$ cat src/rtl/mac_unit_vert_param.sv
// Bit-serial (vertical) signed MAC: one weight bit-column per cycle, grouped activation select/complement.
// Define MAC_VERT_POOLING_EN to compile in the max-pooling comparator on the result.
module mac_unit_vert_param #(
   parameter int DATA_WIDTH   = 8,
   parameter int VEC_LENGTH   = 16,
   parameter int GROUP_SIZE   = 8,
   parameter int NUM_COLS     = DATA_WIDTH,
   parameter int ACC_WIDTH    = DATA_WIDTH + 16,
   parameter int RESULT_WIDTH = 2 * DATA_WIDTH,
   localparam int NUM_GROUPS    = VEC_LENGTH / GROUP_SIZE,
   localparam int SEL_PER_GROUP = GROUP_SIZE / 2,
   localparam int SEL_WIDTH     = (GROUP_SIZE > 1) ? $clog2(GROUP_SIZE) : 1,
   localparam int CNT_WIDTH     = (NUM_COLS > 1) ? $clog2(NUM_COLS) : 1
) (
   input  logic                                            clk,
   input  logic                                            reset,
   input  logic                                            in_valid,
   output logic                                            in_ready,
   input  logic [VEC_LENGTH*DATA_WIDTH-1:0]                act_in,
   input  logic                                            load_prev,
   input  logic [RESULT_WIDTH-1:0]                         result_prev,
   input  logic                                            is_pooling,
   input  logic                                            col_valid,
   input  logic [NUM_GROUPS*SEL_PER_GROUP*SEL_WIDTH-1:0]   act_sel,
   input  logic [NUM_GROUPS-1:0]                           skip_zero,
   output logic                                            out_valid,
   input  logic                                            out_ready,
   output logic [RESULT_WIDTH-1:0]                         result,
   output logic                                            busy
);

   typedef enum logic [1:0] {IDLE, RUN, DRAIN, DONE} state_t;

   state_t state, next_state;

   logic signed [DATA_WIDTH-1:0] act_reg [NUM_GROUPS][GROUP_SIZE];
   logic signed [ACC_WIDTH-1:0]  sum_reg [NUM_GROUPS];
   logic signed [ACC_WIDTH-1:0]  sum_in  [NUM_GROUPS];
   logic signed [ACC_WIDTH-1:0]  acc, stage1, psum, col_total, col_signed, col_shifted;
   logic signed [RESULT_WIDTH-1:0] acc_slice;
   logic                         stage1_valid;
   logic [CNT_WIDTH-1:0]         col_cnt;
   logic [SEL_WIDTH-1:0]         sel_idx;
   logic                         start, accept, last_col;

   always_ff @(posedge clk) begin
      if (reset) state <= IDLE;
      else       state <= next_state;
   end

   always_comb begin
      next_state = state;
      in_ready   = 1'b0;
      out_valid  = 1'b0;
      busy       = 1'b1;
      case (state)
         IDLE: begin
            in_ready = 1'b1;
            busy     = 1'b0;
            if (in_valid) next_state = RUN;
         end
         RUN:   if (col_valid && last_col) next_state = DRAIN;
         DRAIN: next_state = DONE;
         DONE: begin
            out_valid = 1'b1;
            if (out_ready) next_state = IDLE;
         end
         default: next_state = IDLE;
      endcase
   end

   assign start    = (state == IDLE) && in_valid;
   assign accept   = (state == RUN) && col_valid;
   assign last_col = (col_cnt == CNT_WIDTH'(NUM_COLS - 1));

   // Whole-group sums are formed once per job so each column only needs the selected half.
   always_comb begin
      for (int g = 0; g < NUM_GROUPS; g++) begin
         sum_in[g] = '0;
         for (int i = 0; i < GROUP_SIZE; i++)
            sum_in[g] = sum_in[g]
                      + ACC_WIDTH'($signed(act_in[(g*GROUP_SIZE+i)*DATA_WIDTH +: DATA_WIDTH]));
      end
   end

   // A cleared skip bit means the selection names the zero-weight half, so use the complement.
   always_comb begin
      col_total = '0;
      psum      = '0;
      sel_idx   = '0;
      for (int g = 0; g < NUM_GROUPS; g++) begin
         psum = '0;
         for (int k = 0; k < SEL_PER_GROUP; k++) begin
            sel_idx = act_sel[(g*SEL_PER_GROUP+k)*SEL_WIDTH +: SEL_WIDTH];
            psum    = psum + ACC_WIDTH'(act_reg[g][sel_idx]);
         end
         col_total = col_total + (skip_zero[g] ? psum : (sum_reg[g] - psum));
      end
      col_signed  = last_col ? -col_total : col_total;
      col_shifted = col_signed << col_cnt;
   end

   always_ff @(posedge clk) begin
      if (reset) begin
         for (int g = 0; g < NUM_GROUPS; g++) begin
            sum_reg[g] <= '0;
            for (int i = 0; i < GROUP_SIZE; i++) act_reg[g][i] <= '0;
         end
         acc          <= '0;
         stage1       <= '0;
         stage1_valid <= 1'b0;
         col_cnt      <= '0;
      end else begin
         stage1_valid <= accept;
         if (accept) begin
            stage1  <= col_shifted;
            col_cnt <= col_cnt + CNT_WIDTH'(1);
         end
         if (start) begin
            for (int g = 0; g < NUM_GROUPS; g++) begin
               sum_reg[g] <= sum_in[g];
               for (int i = 0; i < GROUP_SIZE; i++)
                  act_reg[g][i] <= act_in[(g*GROUP_SIZE+i)*DATA_WIDTH +: DATA_WIDTH];
            end
            acc     <= load_prev ? (ACC_WIDTH'($signed(result_prev)) << (ACC_WIDTH - RESULT_WIDTH)) : '0;
            col_cnt <= '0;
         end else if (stage1_valid) begin
            acc <= acc + stage1;
         end
      end
   end

   assign acc_slice = acc[ACC_WIDTH-1 -: RESULT_WIDTH];

`ifdef MAC_VERT_POOLING_EN
   logic                           pool_reg;
   logic signed [RESULT_WIDTH-1:0] prev_reg;

   always_ff @(posedge clk) begin
      if (reset) begin
         pool_reg <= 1'b0;
         prev_reg <= '0;
      end else if (start) begin
         pool_reg <= is_pooling;
         prev_reg <= result_prev;
      end
   end

   assign result = (pool_reg && (prev_reg > acc_slice)) ? prev_reg : acc_slice;
`else
   logic unused_pooling;
   assign unused_pooling = is_pooling;
   assign result         = acc_slice;
`endif

endmodule

$ cat config.mk
export PLATFORM = sky130hd
export DESIGN_NAME = mac_unit_vert_param
export DESIGN_NICKNAME = d
export VERILOG_FILES = /design/src/rtl/mac_unit_vert_param.sv
export SDC_FILE = /design/constraint.sdc
export NUM_CORES = 1
export LEC_CHECK = 0
export ABC_AREA = 1
export BUFFER_PORTS_ARGS = -buffer_cell sky130_fd_sc_hd__buf_2
export CELL_PAD_IN_SITES_DETAIL_PLACEMENT = 1
export CELL_PAD_IN_SITES_GLOBAL_PLACEMENT = 2
export CORE_MARGIN = 10
export CORE_UTILIZATION = 35
export DETAILED_ROUTE_END_ITERATION = 8
export PLACE_DENSITY_LB_ADDON = 0.1
export SYNTH_ARGS = -nofsm -noshare
export SYNTH_HDL_FRONTEND = slang
export SYNTH_SLANG_ARGS = --single-unit
$ cat constraint.sdc
create_clock -name clk -period 9 [get_ports clk]
set_input_delay 1.35 -clock clk [delete_from_list [all_inputs] [get_ports clk]]
set_output_delay 1.35 -clock clk [all_outputs]
set_load 0.005 [all_outputs]
==> key figures <==
Outcome
  • Status: complete, no violations

Detailed routing
  • Routed Antenna Nets: 0
  • # DRC: 0
  • Routed WL: 81400 µm
  • DR vias: 22.4k
  • Initial drt markers: 1309
  • Post-DR wirelength/cell: 18.7 µm
  • DRT Pass-1 Iters: 5
  • Vias per Instance: 5.14

Yosys
  • Synth warn: 0
  • Top-area cell type share of the netlist area: 20.7%
  • Ys async rst share: 0%
  • Synthesized Nets: 3691
  • Synth cell count leaders: 554 x inv_1, 550 x nand2_1, 407 x o21ai_0
  • Register area share after synthesis: 25.4%
  • Mapped Cells: 3243
  • Post-synth EDFFs: 158
  • Most frequent cell after synthesis: inv_1
  • Avg Cell Area, Syn: 7.07 µm²
  • Post-Syn Area: 22900 µm²
  • Post-synth top area cell: edfxtp_1
  • Yosys reg bits: 212
  • Top area cells in the synthesized netlist: edfxtp_1 21%, fa_1 12%, inv_1 9.1%
  • Prevailing post-synth register cell: edfxtp_1
  • Library cells used by synthesis: 52

GRT
  • Vias in the first global route: 24.1k
  • Gr ovfl total: 0
  • Global-route wire length before repair: 130000 µm
  • Largest net degree at the start of global routing: 162
  • Initial antenna violation count: 2
  • Total GRT Usage: 21.1%

Worst setup path
  • CP arrival: 8.79 ns
  • Max stage delay on crit path: 0.43 ns
  • Crit path kind: primary input to flop
  • R2R Setup Slk: 1.24 ns
  • Crit end category: flop
  • Critical path launch point type: primary input
  • Most used cell, CP: nand2_1
  • CP max-delay cell: fa_1
  • Crit Path Max Fanout: 7
  • WP data required: 9.44 ns

Clock network
  • Clock insertion delay at the later pin of the skew report: 0.59 ns
  • Root Buffer: clkbuf_16
  • CTS tree: built
  • Total CTS buffers: 29
  • Clock Tree Buf Depth: 3
  • # H-tree levels: 1
  • Clk sink count: 212
  • Clock-pin slew on the worst setup and hold paths: 0.06 ns

Placed design
  • Post-DP HPWL: 65500 µm
  • DP Area: 25600 µm²
  • Port-buffer cells: 194
  • Final GP Congestion: 0.871

Cells and area
  • Final #Nets: 3932
  • Post-route cell area: 26700 µm²
  • Area delta synth->final: 16.6%
  • Max FFs per register: 128
  • Share of layout cells above drive strength 1: 14.4%
  • Fillers: 8286

Floorplanning
  • Die Y: 276 µm
  • IO Count: 196
  • Row count: 93
  • Die W: 276 µm
  • Initial Utilization: 35.4%
  • Core area: 64700 µm²
  • Area of the die: 76100 µm²

Timing
  • Worst Tran Pin Value: 1.23 ns
  • Pins Over Slew Limit: 0
  • Fmax: 120 MHz
  • Min Tclk post-route: 8.34 ns
  • Period utilization: 92.7%
  • Final Hold Fails: 0
  • Final setup fails: 0
  • Slew margin rel.: 18.2%
  • Clk_skew: 0.0232 ns

Job
  • Max-cap check violation count: 0

Min path
  • Hold WC Path Type: flop to flop
worst max-delay path, delay by kind of cell:
family,cells,cell delay [ns]
buffers and inverters,10,1.25
AOI/OAI and AO/OA,12,1.62
and+or+nand+nor,19,2.22
xor gates and xnor gates,2,0.27
adders and majority gates,6,2.07
cells in the final DEF, fill, tap and decap left out, drive strengths merged, types with 2 or more instances in the layout:
| master | synthesis | final |
|---|---|---|
| buf | 37 | 361 |
| diode | 0 | 2 |
| o21bai | 8 | 8 |
| xor2 | 24 | 24 |
| nand2 | 568 | 568 |
| a2bb2oi | 2 | 2 |
| inv | 560 | 563 |
| nor2 | 304 | 304 |
| nand3b | 3 | 3 |
| fa | 142 | 142 |
| o21a | 3 | 3 |
| o31ai | 3 | 3 |
| a21oi | 310 | 310 |
| nor3 | 8 | 8 |
| dfxtp | 54 | 54 |
| o32ai | 2 | 2 |
| clkinv | 8 | 18 |
| a21o | 6 | 6 |
| o211ai | 70 | 70 |
| a21boi | 2 | 2 |
| a221oi | 4 | 4 |
| o21ai | 418 | 418 |
| clkinvlp | 0 | 3 |
| and3 | 3 | 3 |
| o22ai | 4 | 4 |
| edfxtp | 158 | 158 |
| nand3 | 201 | 201 |
| clkbuf | 118 | 41 |
| a31oi | 35 | 35 |
| a211oi | 5 | 5 |
| ha | 129 | 129 |
| nand4 | 22 | 22 |
| xnor2 | 17 | 17 |
| or2 | 8 | 8 |
repair_timing:
action / 4_1_cts / 5_1_grt
hold buffers: 0 / 0
setup buffers: 0 / 7
resized for setup: 0 / 36
endpoints found under the hold margin: 0 / 0
endpoints found under the setup margin: 0 / 12
logic make-up after synthesis:
| logic type | count (synthesis) | synth area share (%) |
|---|---|---|
| xor gates and xnor gates | 41 | 1.60 |
| buffers and inverters | 723 | 12.2 |
| muxes | 1 | 0.0437 |
| and+or+nand+nor | 1119 | 20.6 |
| AOI/OAI and AO/OA | 876 | 20.7 |
| DFF | 212 | 25.4 |
| adders and majority gates | 271 | 19.4 |
through the flow:
stage,setup WS [ns],hold WS (ns),cells,utilization (%),setup TNS (ns)
finish,0.659,0.479,4364,41.3,0
global route,-0.0189,0.496,4363,41.3,-0.0189
CTS,0.313,0.478,4355,41.1,0
detailed placement,-0.251,0.468,4301,39.6,-1.49
global placement,-0.0485,0.456,4301,39.6,-0.0485
floorplan,0.828,0.445,3243,-,0
path summary, 6_finish.rpt:
path	cells past startpoint	startpoint	endpoint
max	49	act_sel[12]	stage1[23]$_SDFFE_PP0P_
min	2	acc[5]$_SDFFE_PP0P_	acc[5]$_SDFFE_PP0P_
max reg2reg	47	act_reg[0][49]$_SDFFCE_PN0P_	stage1[23]$_SDFFE_PP0P_
min reg2reg	2	acc[5]$_SDFFE_PP0P_	acc[5]$_SDFFE_PP0P_
area by class of cell:
class / count / area [µm²] / share of cell area [%]
tap: 855 / 1070 / 4.00
multi-input combinational: 2308 / 14400 / 53.8
timing repair buffer: 365 / 2340 / 8.77
clock inverter: 17 / 130 / 0.487
clock buffer: 37 / 832 / 3.11
sequential: 212 / 5830 / 21.8
antenna: 2 / 5.00 / 0.0187
inverter: 568 / 2150 / 8.03
per-layer routing:
metal  share of wire (%)  track usage, %  wire, µm
met1                  46            28.0     37100
met2                  49            36.2     39600
met3                 4.3            2.74      3500
met4                 1.6            4.20      1290
met5                   0               0         0
Power is not shown: default switching activity piles up to over one toggle a cycle in this logic, so the estimate is an artifact.
